===== src/rtl/ball_move_arbiter_pkg.sv =====
// Shared labyrinth definitions: move directions, arbiter FSM states and default maze geometry.
// Direction encoding matches the bit index of the incoming move pulse vectors.
package labyrinth_pkg;

  localparam int DEF_MAZE_W  = 32;
  localparam int DEF_MAZE_H  = 32;
  localparam int DEF_COORD_W = 5;
  localparam int DEF_ADDR_W  = 10;

  typedef enum logic [1:0] {
    DIR_PX = 2'd0,
    DIR_NX = 2'd1,
    DIR_PY = 2'd2,
    DIR_NY = 2'd3
  } dir_e;

  typedef enum logic [2:0] {
    IDLE  = 3'd0,
    REQ   = 3'd1,
    WAIT  = 3'd2,
    CHECK = 3'd3,
    DONE  = 3'd4
  } state_e;

  // Lowest set bit wins when a source raises several directions at once.
  function automatic dir_e pulse_to_dir(input logic [3:0] p);
    dir_e d;
    d = DIR_NY;
    if (p[0])      d = DIR_PX;
    else if (p[1]) d = DIR_NX;
    else if (p[2]) d = DIR_PY;
    return d;
  endfunction

endpackage


===== src/rtl/ball_move_arbiter_if.sv =====
// Single-port maze map read handshake shared with the renderer's read mux.
// master = move arbiter (issues reads), slave = map memory side.
interface ball_move_arbiter_if #(
  parameter int ADDR_W = 10
);
  logic              map_rd_req;
  logic [ADDR_W-1:0] map_rd_addr;
  logic              map_rd_valid;
  logic              map_rd_wall;

  modport master (
    output map_rd_req,
    output map_rd_addr,
    input  map_rd_valid,
    input  map_rd_wall
  );

  modport slave (
    input  map_rd_req,
    input  map_rd_addr,
    output map_rd_valid,
    output map_rd_wall
  );
endinterface


===== src/rtl/ball_move_arbiter_move_req_slot.sv =====
// One-deep pending move slot per source: priority-encodes pulses, holds the direction until granted.
// A pulse seen while the slot is full and not being granted this cycle is reported as a drop.
module move_req_slot
  import labyrinth_pkg::*;
(
  input  logic       clk,
  input  logic       rst_n,
  input  logic       clear,
  input  logic [3:0] pulses,
  input  logic       grant,
  output logic       pend,
  output dir_e       dir,
  output logic       drop
);

  logic any;

  assign any  = |pulses;
  assign drop = !clear && any && pend && !grant;

  // Grant frees the slot in the same edge that can capture a new pulse.
  always_ff @(posedge clk or negedge rst_n) begin
    if (!rst_n) begin
      pend <= 1'b0;
      dir  <= DIR_PX;
    end else if (clear) begin
      pend <= 1'b0;
    end else if (any && (!pend || grant)) begin
      pend <= 1'b1;
      dir  <= pulse_to_dir(pulses);
    end else if (grant) begin
      pend <= 1'b0;
    end
  end

endmodule


===== src/rtl/ball_move_arbiter.sv =====
// Arbitrates accel/button moves, validates them against the wall map and owns the ball position.
// Pulse->new position in 4 cycles with a 1-cycle map; MOVE_COUNTER_EN adds a saturating move counter.
module ball_move_arbiter
  import labyrinth_pkg::*;
#(
  parameter int MAZE_W  = DEF_MAZE_W,
  parameter int MAZE_H  = DEF_MAZE_H,
  parameter int COORD_W = DEF_COORD_W,
  parameter int ADDR_W  = DEF_ADDR_W,
  parameter int START_X = 0,
  parameter int START_Y = 0,
  parameter int GOAL_X  = 31,
  parameter int GOAL_Y  = 31,
  parameter int TIMEOUT = 15
) (
  input  logic               clk,
  input  logic               reset,
  input  logic               game_en,
  input  logic [3:0]         accel_pulses,
  input  logic [3:0]         btn_pulses,
  ball_move_arbiter_if.master map,
  output logic [COORD_W-1:0] ball_x,
  output logic [COORD_W-1:0] ball_y,
  output logic               busy,
  output logic               blocked,
  output logic               map_err,
  output logic               goal_reached,
  output logic [7:0]         drop_count,
  output logic [15:0]        move_count
);

  localparam int TMO_W = $clog2(TIMEOUT + 2);
  localparam logic [COORD_W-1:0] X_MAX   = COORD_W'(MAZE_W - 1);
  localparam logic [COORD_W-1:0] Y_MAX   = COORD_W'(MAZE_H - 1);
  localparam logic [COORD_W-1:0] START_XC = COORD_W'(START_X);
  localparam logic [COORD_W-1:0] START_YC = COORD_W'(START_Y);
  localparam logic [COORD_W-1:0] GOAL_XC  = COORD_W'(GOAL_X);
  localparam logic [COORD_W-1:0] GOAL_YC  = COORD_W'(GOAL_Y);

  state_e state, state_nxt;

  logic             take;
  logic [3:0]       a_in, b_in;
  logic             a_pend, b_pend, a_drop, b_drop;
  dir_e             a_dir, b_dir, gnt_dir;
  logic             arb_idle, gnt_a, gnt_b, gnt_any;
  logic             last_btn;

  logic [COORD_W-1:0] tx, ty, tx_q, ty_q;
  logic               in_range;
  logic [ADDR_W-1:0]  tgt_addr, addr_q;
  logic [TMO_W-1:0]   tmo_cnt;

  logic blk_nxt, ld_tgt, upd_ball, err_set, goal_set, rd_req, cnt_clr, cnt_inc;

  // Nothing is latched or counted as dropped once the goal is reached.
  assign take = game_en && (state != DONE);
  assign a_in = take ? accel_pulses : 4'b0000;
  assign b_in = take ? btn_pulses   : 4'b0000;

  move_req_slot u_accel_slot (
    .clk    (clk),
    .rst_n  (reset),
    .clear  (!game_en),
    .pulses (a_in),
    .grant  (gnt_a),
    .pend   (a_pend),
    .dir    (a_dir),
    .drop   (a_drop)
  );

  move_req_slot u_btn_slot (
    .clk    (clk),
    .rst_n  (reset),
    .clear  (!game_en),
    .pulses (b_in),
    .grant  (gnt_b),
    .pend   (b_pend),
    .dir    (b_dir),
    .drop   (b_drop)
  );

  // last_btn only moves on contended grants, so a lone grant does not steal the next turn.
  assign arb_idle = (state == IDLE) && game_en;
  assign gnt_a    = arb_idle && a_pend && (!b_pend || last_btn);
  assign gnt_b    = arb_idle && b_pend && (!a_pend || !last_btn);
  assign gnt_any  = gnt_a || gnt_b;
  assign gnt_dir  = gnt_a ? a_dir : b_dir;

  always_comb begin
    tx       = ball_x;
    ty       = ball_y;
    in_range = 1'b1;
    case (gnt_dir)
      DIR_PX: if (ball_x == X_MAX) in_range = 1'b0; else tx = ball_x + COORD_W'(1);
      DIR_NX: if (ball_x == '0)    in_range = 1'b0; else tx = ball_x - COORD_W'(1);
      DIR_PY: if (ball_y == Y_MAX) in_range = 1'b0; else ty = ball_y + COORD_W'(1);
      DIR_NY: if (ball_y == '0)    in_range = 1'b0; else ty = ball_y - COORD_W'(1);
      default: in_range = 1'b0;
    endcase
  end

  assign tgt_addr = ADDR_W'(ty) * ADDR_W'(MAZE_W) + ADDR_W'(tx);

  always_comb begin
    state_nxt = state;
    blk_nxt   = 1'b0;
    ld_tgt    = 1'b0;
    upd_ball  = 1'b0;
    err_set   = 1'b0;
    goal_set  = 1'b0;
    rd_req    = 1'b0;
    cnt_clr   = 1'b0;
    cnt_inc   = 1'b0;
    case (state)
      IDLE: begin
        if (gnt_any) begin
          if (in_range) begin
            ld_tgt    = 1'b1;
            state_nxt = REQ;
          end else begin
            blk_nxt = 1'b1;
          end
        end
      end
      REQ: begin
        rd_req    = 1'b1;
        cnt_clr   = 1'b1;
        state_nxt = WAIT;
      end
      WAIT: begin
        if (map.map_rd_valid) begin
          if (map.map_rd_wall) begin
            blk_nxt   = 1'b1;
            state_nxt = IDLE;
          end else begin
            upd_ball  = 1'b1;
            state_nxt = CHECK;
          end
        end else if (tmo_cnt == TMO_W'(TIMEOUT)) begin
          err_set   = 1'b1;
          blk_nxt   = 1'b1;
          state_nxt = IDLE;
        end else begin
          cnt_inc = 1'b1;
        end
      end
      CHECK: begin
        if ((ball_x == GOAL_XC) && (ball_y == GOAL_YC)) begin
          goal_set  = 1'b1;
          state_nxt = DONE;
        end else begin
          state_nxt = IDLE;
        end
      end
      DONE:    state_nxt = DONE;
      default: state_nxt = IDLE;
    endcase
  end

  always_ff @(posedge clk or negedge reset) begin
    if (!reset) state <= IDLE;
    else        state <= state_nxt;
  end

  always_ff @(posedge clk or negedge reset) begin
    if (!reset) begin
      ball_x       <= START_XC;
      ball_y       <= START_YC;
      tx_q         <= '0;
      ty_q         <= '0;
      addr_q       <= '0;
      tmo_cnt      <= '0;
      blocked      <= 1'b0;
      map_err      <= 1'b0;
      goal_reached <= 1'b0;
      drop_count   <= 8'd0;
      last_btn     <= 1'b1;
    end else begin
      blocked <= blk_nxt;
      if (ld_tgt) begin
        tx_q   <= tx;
        ty_q   <= ty;
        addr_q <= tgt_addr;
      end
      if (cnt_clr)      tmo_cnt <= '0;
      else if (cnt_inc) tmo_cnt <= tmo_cnt + TMO_W'(1);
      if (upd_ball) begin
        ball_x <= tx_q;
        ball_y <= ty_q;
      end
      if (err_set)  map_err      <= 1'b1;
      if (goal_set) goal_reached <= 1'b1;
      if ((a_drop || b_drop) && (drop_count != 8'hFF)) drop_count <= drop_count + 8'd1;
      if (arb_idle && a_pend && b_pend) last_btn <= gnt_b;
    end
  end

`ifdef MOVE_COUNTER_EN
  logic [15:0] move_cnt_q;

  always_ff @(posedge clk or negedge reset) begin
    if (!reset)                                move_cnt_q <= 16'd0;
    else if (upd_ball && move_cnt_q != 16'hFFFF) move_cnt_q <= move_cnt_q + 16'd1;
  end

  assign move_count = move_cnt_q;
`else
  assign move_count = 16'd0;
`endif

  assign map.map_rd_req  = rd_req;
  assign map.map_rd_addr = addr_q;
  assign busy            = (state != IDLE);

endmodule


===== src/flat_wrapper.sv =====
// flat-port wrapper written by rule: the top's interface ports become plain ports
module ball_move_arbiter_flat import labyrinth_pkg::*;
#(
  parameter int MAZE_W  = DEF_MAZE_W,
  parameter int MAZE_H  = DEF_MAZE_H,
  parameter int COORD_W = DEF_COORD_W,
  parameter int ADDR_W  = DEF_ADDR_W,
  parameter int START_X = 0,
  parameter int START_Y = 0,
  parameter int GOAL_X  = 31,
  parameter int GOAL_Y  = 31,
  parameter int TIMEOUT = 15
)
  (clk, reset, game_en, accel_pulses, btn_pulses, ball_x, ball_y, busy, blocked, map_err, goal_reached, drop_count, move_count, map_map_rd_req, map_map_rd_addr, map_map_rd_valid, map_map_rd_wall);
  ball_move_arbiter_if #(.ADDR_W(ADDR_W)) map_i ();
  input  logic clk;
  input  logic reset;
  input  logic game_en;
  input  logic [3:0] accel_pulses;
  input  logic [3:0] btn_pulses;
  output logic [COORD_W-1:0] ball_x;
  output logic [COORD_W-1:0] ball_y;
  output logic busy;
  output logic blocked;
  output logic map_err;
  output logic goal_reached;
  output logic [7:0] drop_count;
  output logic [15:0] move_count;
  output wire logic [$bits(map_i.map_rd_req)-1:0] map_map_rd_req;
  output wire logic [$bits(map_i.map_rd_addr)-1:0] map_map_rd_addr;
  input wire logic [$bits(map_i.map_rd_valid)-1:0] map_map_rd_valid;
  input wire logic [$bits(map_i.map_rd_wall)-1:0] map_map_rd_wall;
  assign map_map_rd_req = map_i.map_rd_req;
  assign map_map_rd_addr = map_i.map_rd_addr;
  assign map_i.map_rd_valid = map_map_rd_valid;
  assign map_i.map_rd_wall = map_map_rd_wall;
  ball_move_arbiter #(.MAZE_W(MAZE_W), .MAZE_H(MAZE_H), .COORD_W(COORD_W), .ADDR_W(ADDR_W), .START_X(START_X), .START_Y(START_Y), .GOAL_X(GOAL_X), .GOAL_Y(GOAL_Y), .TIMEOUT(TIMEOUT)) u_core (.clk(clk), .reset(reset), .game_en(game_en), .accel_pulses(accel_pulses), .btn_pulses(btn_pulses), .map(map_i), .ball_x(ball_x), .ball_y(ball_y), .busy(busy), .blocked(blocked), .map_err(map_err), .goal_reached(goal_reached), .drop_count(drop_count), .move_count(move_count));
endmodule

===== config.mk =====
export PLATFORM = sky130hd
export DESIGN_NAME = ball_move_arbiter_flat
export DESIGN_NICKNAME = d
export VERILOG_FILES = /design/src/rtl/ball_move_arbiter_pkg.sv /design/src/rtl/ball_move_arbiter_if.sv /design/src/rtl/ball_move_arbiter_move_req_slot.sv /design/src/rtl/ball_move_arbiter.sv /design/src/flat_wrapper.sv
export SDC_FILE = /design/constraint.sdc
export NUM_CORES = 1
export LEC_CHECK = 0
export BUFFER_PORTS_ARGS = -buffer_cell sky130_fd_sc_hd__buf_4
export CORE_ASPECT_RATIO = 0.75
export CORE_MARGIN = 3
export CORE_UTILIZATION = 45
export CTS_CLUSTER_DIAMETER = 200
export DETAILED_ROUTE_END_ITERATION = 12
export GPL_TIMING_DRIVEN = 0
export PLACE_DENSITY = 0.68
export SLEW_MARGIN = 20
export SYNTH_ARGS = -nofsm -noshare
export SYNTH_HDL_FRONTEND = slang
export SYNTH_SLANG_ARGS = --single-unit
export TNS_END_PERCENT = 10

===== constraint.sdc =====
create_clock -name clk -period 5.1 [get_ports clk]
set_input_delay 1.53 -clock clk [delete_from_list [all_inputs] [get_ports clk]]
set_output_delay 1.53 -clock clk [all_outputs]
set_load 0.1 [all_outputs]

==> out/results.ini, run 1 <==
[synthesis]
synth_top_cell_area_share_pct=39.0
synth_commonest_cells=dfrtp_1 (45), nand2_1 (27), nor2_1 (21)
synth.distinct_cells=64
syn-mean-instance-area_um2=9.65
synthTopCellsByArea=dfrtp_1 (39%), mux2_2 (6.2%), buf_4 (4.2%)
syn_inst=299
synthesis.area_um2=2890
async_flop_share_pct=100
yosys.area.top_type=dfrtp_1
yosysSeqAreaShare_pct=39.9
yosysMostFrequentCell=dfrtp_1
synth_enable_flop_cells=0
ys_ff_latch=46
yosys_warnings=0
ys.flop_type=dfrtp_1

[cts]
cts_tree=built
clkSlewWorstSetupHoldPaths_ns=0.08
cts_resized=0
cts_root_buf=clkbuf_8
cts_setup_buffers=0
cts_num_sinks=46
clock_latency_ns=0.30
hold_buffers=0
clock_path_buffers=2
h-tree-depth=2
cts_buffers=5

[worst_setup_path]
cp-start-kind=primary input
crit_chain=buf_4 -> nor4b_4 -> nand3_4 -> mux2_4 -> mux2_4 -> o22ai_4 -> mux2_2
crit_type=primary input to register
path_max_fanout=10
crit_required_ns=5.28
crit_slowest_cell=nor4b_4
endpoint_kind=register
arrival_ns=3.88
max_stage_delay_ns=0.45
critPathTopFamily=multiplexers
crit_buf_inv=1
cp_common_cell=mux2_4

[sta]
max_freq_mhz=270
hold_viol=0
maxSlewViolCount=0
rsz0062_at_grt=no
finalCriticalPeriod_ns=3.70
tns_ns=0
min_period_over_period_pct=72.6
clock_skew_ns=0.00681
finalSetupViolations=0
worst_pin_slew_ns=0.957
slew_headroom_pct=35.3

[placed_design]
gp_congestion=0.845
hpwl_mm=4.87
port_buffers=45

[layout]
diodes=0
area_growth_pct=20.7
drive_gt1_share_pct=28.1
nets=387
fillers=594

[global_routing]
grt_max_degree=47
grt_overflow_total=0
antenna_found_initial=0
grt_pass1_vias=2250
grt_use_total_pct=18.7
grt_pass1_wl_mm=11.2

[floorplanning]
start_util_pct=48.1
die_h_um=75.4
rows=24
core_um2=6010
io_pins=62
dieWidth_um=98.5
dieArea_um2=7420

[routing]
drt-initial-drc-count=178
wire_per_inst_um=15.0
highest_layer=met4
wl_met2_mm=2.87
drc=0
wl_met3_um=443
via_per_inst=5.55
drt-met1-wl_mm=3.32
first_pass_iters=4
wirelength_mm=6.69
vias=2468
ant_nets=0

[run_status]
status=complete, no violations

[worst_hold_path]
hold_path.class=register to register

[flow_run]
maxCapViolCount=0

-- per-layer routing --
layer	track usage (%)	vias up
met2	27.9	94
met3	3.48	7
met1	28.5	1168
met4	4.09	0
met5	0	-
li1	-	1199
-- through the flow --
stage / hold slack (ns) / cells / utilization [%] / area [um2] / worst slack [ns]
final: 0.476 / 445 / 58.0 / 3480 / 1.40
after CTS: 0.474 / 445 / 58.0 / 3480 / 1.41
after global placement: 0.440 / 437 / 56.3 / 3380 / 1.12
after detailed placement: 0.457 / 437 / 56.3 / 3380 / 1.10
after floorplan: 0.474 / 314 / - / 2940 / 0.570
after global routing: 0.516 / 445 / 58.0 / 3480 / 1.27
-- area by class of cell --
class	count	area [um2]	share of cell area, %
buffer	23	150	4.31
clock buffer	7	76.3	2.19
clock inverter	1	30.0	0.862
inverter	13	48.8	1.40
multi-input combinational	232	1590	45.7
sequential	46	1150	33.1
tap	78	97.6	2.80
timing repair buffer	45	338	9.69
-- registers in the layout, indices dropped and copies added, names as in the netlist, 2 cells and up --
| register | flops |
|---|---|
| u_core.drop_count | 8 |
| u_core.map.map_rd_addr | 6 |
| u_core.ball_x | 5 |
| u_core.ball_y | 5 |
| u_core.tmo_cnt | 5 |
| u_core.tx_q | 4 |
| u_core.state | 3 |
| u_core.u_accel_slot.dir | 2 |
| u_core.u_btn_slot.dir | 2 |
-- logic make-up after synthesis --
| family | after synthesis | share of synthesized area [%] |
|---|---|---|
| other | 1 | 0.130 |
| DFF | 46 | 39.9 |
| AOI/OAI and AO/OA | 64 | 15.7 |
| xor gates and xnor gates | 13 | 3.94 |
| buffers and inverters | 36 | 6.89 |
| adders and majority gates | 8 | 3.47 |
| muxes | 25 | 9.71 |
| and+or+nand+nor | 106 | 20.2 |
-- final timing paths --
| check | from | endpoint | slack [ns] | depth (start not counted) |
|---|---|---|---|---|
| worst max-delay path | game_en | u_core.map.map_rd_addr[5] | 1.40 | 7 |
| worst min-delay path | u_core.map_err | u_core.map_err | 0.48 | 1 |
| worst max register to register | u_core.ball_x[1] | u_core.map.map_rd_addr[5] | 2.09 | 8 |
| worst min register to register | u_core.map_err | u_core.map_err | 0.48 | 1 |
| max in group asynchronous | reset | u_core.drop_count[7] | 3.46 | 1 |
| min in group asynchronous | reset | u_core.tx_q[1] | 1.23 | 1 |
-- placed cells by master (no fill, tap or decap), types with 3 or more instances in the layout --
cell / netlist / layout
buf_4: 16 / 61
dfrtp_1: 45 / 45
nand2_1: 27 / 27
nor2_1: 21 / 21
o21ai_0: 19 / 19
mux2_2: 16 / 16
conb_1: 1 / 16
inv_1: 13 / 13
a21oi_1: 10 / 10
xnor2_1: 10 / 10
nand4_1: 8 / 8
nand3_1: 8 / 8
ha_1: 8 / 8
mux2i_1: 7 / 7
nand2b_1: 6 / 6
clkbuf_1: 4 / 6
nor3_1: 5 / 5
clkbuf_8: 0 / 5
nor4_1: 4 / 4
or3_1: 3 / 3
and3_1: 3 / 3
a31o_2: 3 / 3
or4_1: 3 / 3
a21boi_0: 3 / 3
xor2_1: 3 / 3
a32oi_1: 3 / 3
Power of run 1 is left out: the tool's default activity adds up to more than one toggle a clock period on the data nets, which glitch-free logic cannot reach.
==> inputs of run 2 (changes only) <==
- ABC_AREA: unset -> 1
- clock period: 5.1 -> 3.9 ns (I/O delays scaled with it)
==> out/results.ini, run 2 <==
[worst_setup_path]
critPathTopFamily=flip-flops
ff2ff_path_depth=11  ; +3
cp-start-kind=register
max_stage_delay_ns=0.44  ; about the same
r2r_start=u_core.ball_x[0]
crit_slowest_cell=dfrtp_1
crit_chain=nor2_4 -> inv_1 -> nor2_1 -> inv_1 -> buf_4
crit_type=register to output pin
reg2reg_to=u_core.tx_q[0]
crit_required_ns=2.73  ; -2.55 ns
arrival_ns=1.43  ; -2.45 ns
path_max_fanout=4  ; -6
crit_buf_inv=3  ; +2
endpoint_kind=output pin
reg2reg_setup_slack_ns=1.80  ; -0.29 ns
cp_common_cell=inv_1

[synthesis]
yosysMostFrequentCell=nand2_1
yosys_warnings=0  ; unchanged
synth_commonest_cells=nand2_1 (77), dfrtp_1 (45), inv_1 (43)
yosysSeqAreaShare_pct=40.3  ; +0.35 points
ys_ff_latch=46  ; unchanged
synth_top_cell_area_share_pct=39.4  ; +0.34 points
syn_inst=365  ; +22%
syn-mean-instance-area_um2=7.84  ; -19%
yosys.area.top_type=dfrtp_1
synthesis.area_um2=2860  ; -0.87%
async_flop_share_pct=100  ; unchanged
synthTopCellsByArea=dfrtp_1 (39%), nand2_1 (10%), nand3_1 (6.6%)
synth_enable_flop_cells=0  ; unchanged
ys.flop_type=dfrtp_1
synth.distinct_cells=37  ; -42%

[sta]
tns_ns=0  ; unchanged
min_period_over_period_pct=66.6
maxSlewViolCount=0  ; unchanged
worst_pin_slew_ns=0.574  ; -0.382 ns
rsz0062_at_grt=no
clock_skew_ns=0.0108  ; +0.00402 ns
slew_headroom_pct=61.7  ; +26 points
hold_viol=0  ; unchanged
whs_ns=0.476  ; +0.000463 ns
finalCriticalPeriod_ns=2.60
finalSetupViolations=0  ; unchanged
max_freq_mhz=385

[layout]
drive_gt1_share_pct=22.4  ; -5.7 points
largest_reg_flops=8  ; unchanged
final_cell_mix=nand2_1 (77), buf_4 (61), dfrtp_1 (45)
final_common_cell=nand2_1
fin_util_pct=57.6  ; -0.38 points
area_growth_pct=20.4
final_cell_area_um2=3440  ; -1.1%
nets=453  ; +17%
diodes=0  ; unchanged
registers.top_by_ff_count=u_core.drop_count

[floorplanning]
core_um2=5980  ; -0.50%
io_pins=62  ; unchanged
start_util_pct=47.9  ; -0.18 points
rows=24  ; unchanged
die_h_um=75.1  ; -0.40%
dieWidth_um=98.1  ; -0.41%
dieArea_um2=7360  ; -0.80%

[global_routing]
grt_pass1_vias=2084  ; -7.4%
grt_max_degree=47  ; unchanged
grt_overflow_total=0  ; unchanged
grt_pass1_wl_mm=10.1  ; -10%
grt_use_total_pct=17.2  ; -1.5 points
antenna_found_initial=0  ; unchanged

[routing]
ant_nets=0  ; unchanged
vias=2455  ; -0.53%
first_pass_iters=4  ; unchanged
wirelength_mm=6.28  ; -6.1%
wire_per_inst_um=12.3  ; -18%
drc=0  ; unchanged
via_per_inst=4.80  ; -13%
drt-initial-drc-count=129  ; -28%

[cts]
clock_latency_ns=0.30  ; about the same
hold_buffers=0  ; unchanged
clkSlewWorstSetupHoldPaths_ns=0.08  ; about the same
cts_num_sinks=46  ; unchanged
clock_path_buffers=2  ; unchanged
h-tree-depth=2  ; unchanged
cts_setup_buffers=0  ; unchanged
cts_root_buf=clkbuf_8
cts_buffers=5  ; unchanged
cts_tree=built
cts_resized=0  ; unchanged

[worst_hold_path]
hold_path.class=register to register
hold_depth=1  ; unchanged
worstHoldStart=u_core.map_err
hold_end=u_core.map_err

[run_status]
status=complete, no violations

[placed_design]
place_area_um2=3350  ; -0.74%
port_buffers=45  ; unchanged
hpwl_mm=4.87  ; +0.11%
gp_congestion=0.899  ; +6.3%

[flow_run]
maxCapViolCount=0  ; unchanged

[run 2: layout make-up]
class | instances | area, um2
fillers | 565 | 2530
clock inverters | 1 | 5.00
plain buffers | 23 | 174
repair buffers | 45 | 338
well taps | 78 | 97.6
flip-flops and latches | 46 | 1150
clock buffers | 7 | 86.3
inverters | 44 | 165
multi-input cells | 267 | 1430
[run 2: worst max path at each step]
stage / start / endpoint / slack [ns] / depth (start not counted)
final: u_core.state[2] / busy / 1.30 / 5
after global routing: u_core.state[2] / busy / 1.18 / 5
after CTS: u_core.state[2] / busy / 1.28 / 5
after detailed placement: game_en / u_core.tx_q[0] / 1.22 / 12
after global placement: game_en / u_core.tx_q[0] / 1.27 / 11
after floorplan: u_core.state[2] / map_map_rd_req / 0.18 / 1
[run 2: layer usage]
metal  vias to the layer above  track usage (%)  share of wire, %
met3                         9             3.15               6.7
met4                         0             5.53               1.4
li1                       1283                -                 -
met1                      1090             27.4                52
met5                         -                0                 0
met2                        73             22.9                40
[run 2: through the flow]
stage	std cells	worst slack [ns]
finish	511	1.30
detailed placement	503	1.22
global placement	503	1.27
CTS	511	1.28
global route	511	1.18
floorplan	380	0.182
[run 2: cells by family (layout without fill, tap and decap cells)]
logic type | Yosys count | in the layout | share of synthesized area (%)
compound gates | 45 | 45 | 9.10
xor+xnor | 14 | 14 | 4.29
other cells | 1 | 16 | 0.131
flops | 46 | 46 | 40.3
buf+inv | 67 | 120 | 11.8
simple gates | 184 | 184 | 30.9
fa+ha+maj | 8 | 8 | 3.50
[run 2: worst register-to-register path, stage by stage (launching register included)]
cell and delay (ns):
dfrtp_1 0.46, inv_1 0.19, ha_1 0.22, nand3_1 0.11
nor2_1 0.23, nand3_1 0.11, nand2_1 0.13, nand3_4 0.10
and2_4 0.15, buf_6 0.13, nand3_1 0.09, nand2_1 0.07
Power of run 2 is left out for the same reason.
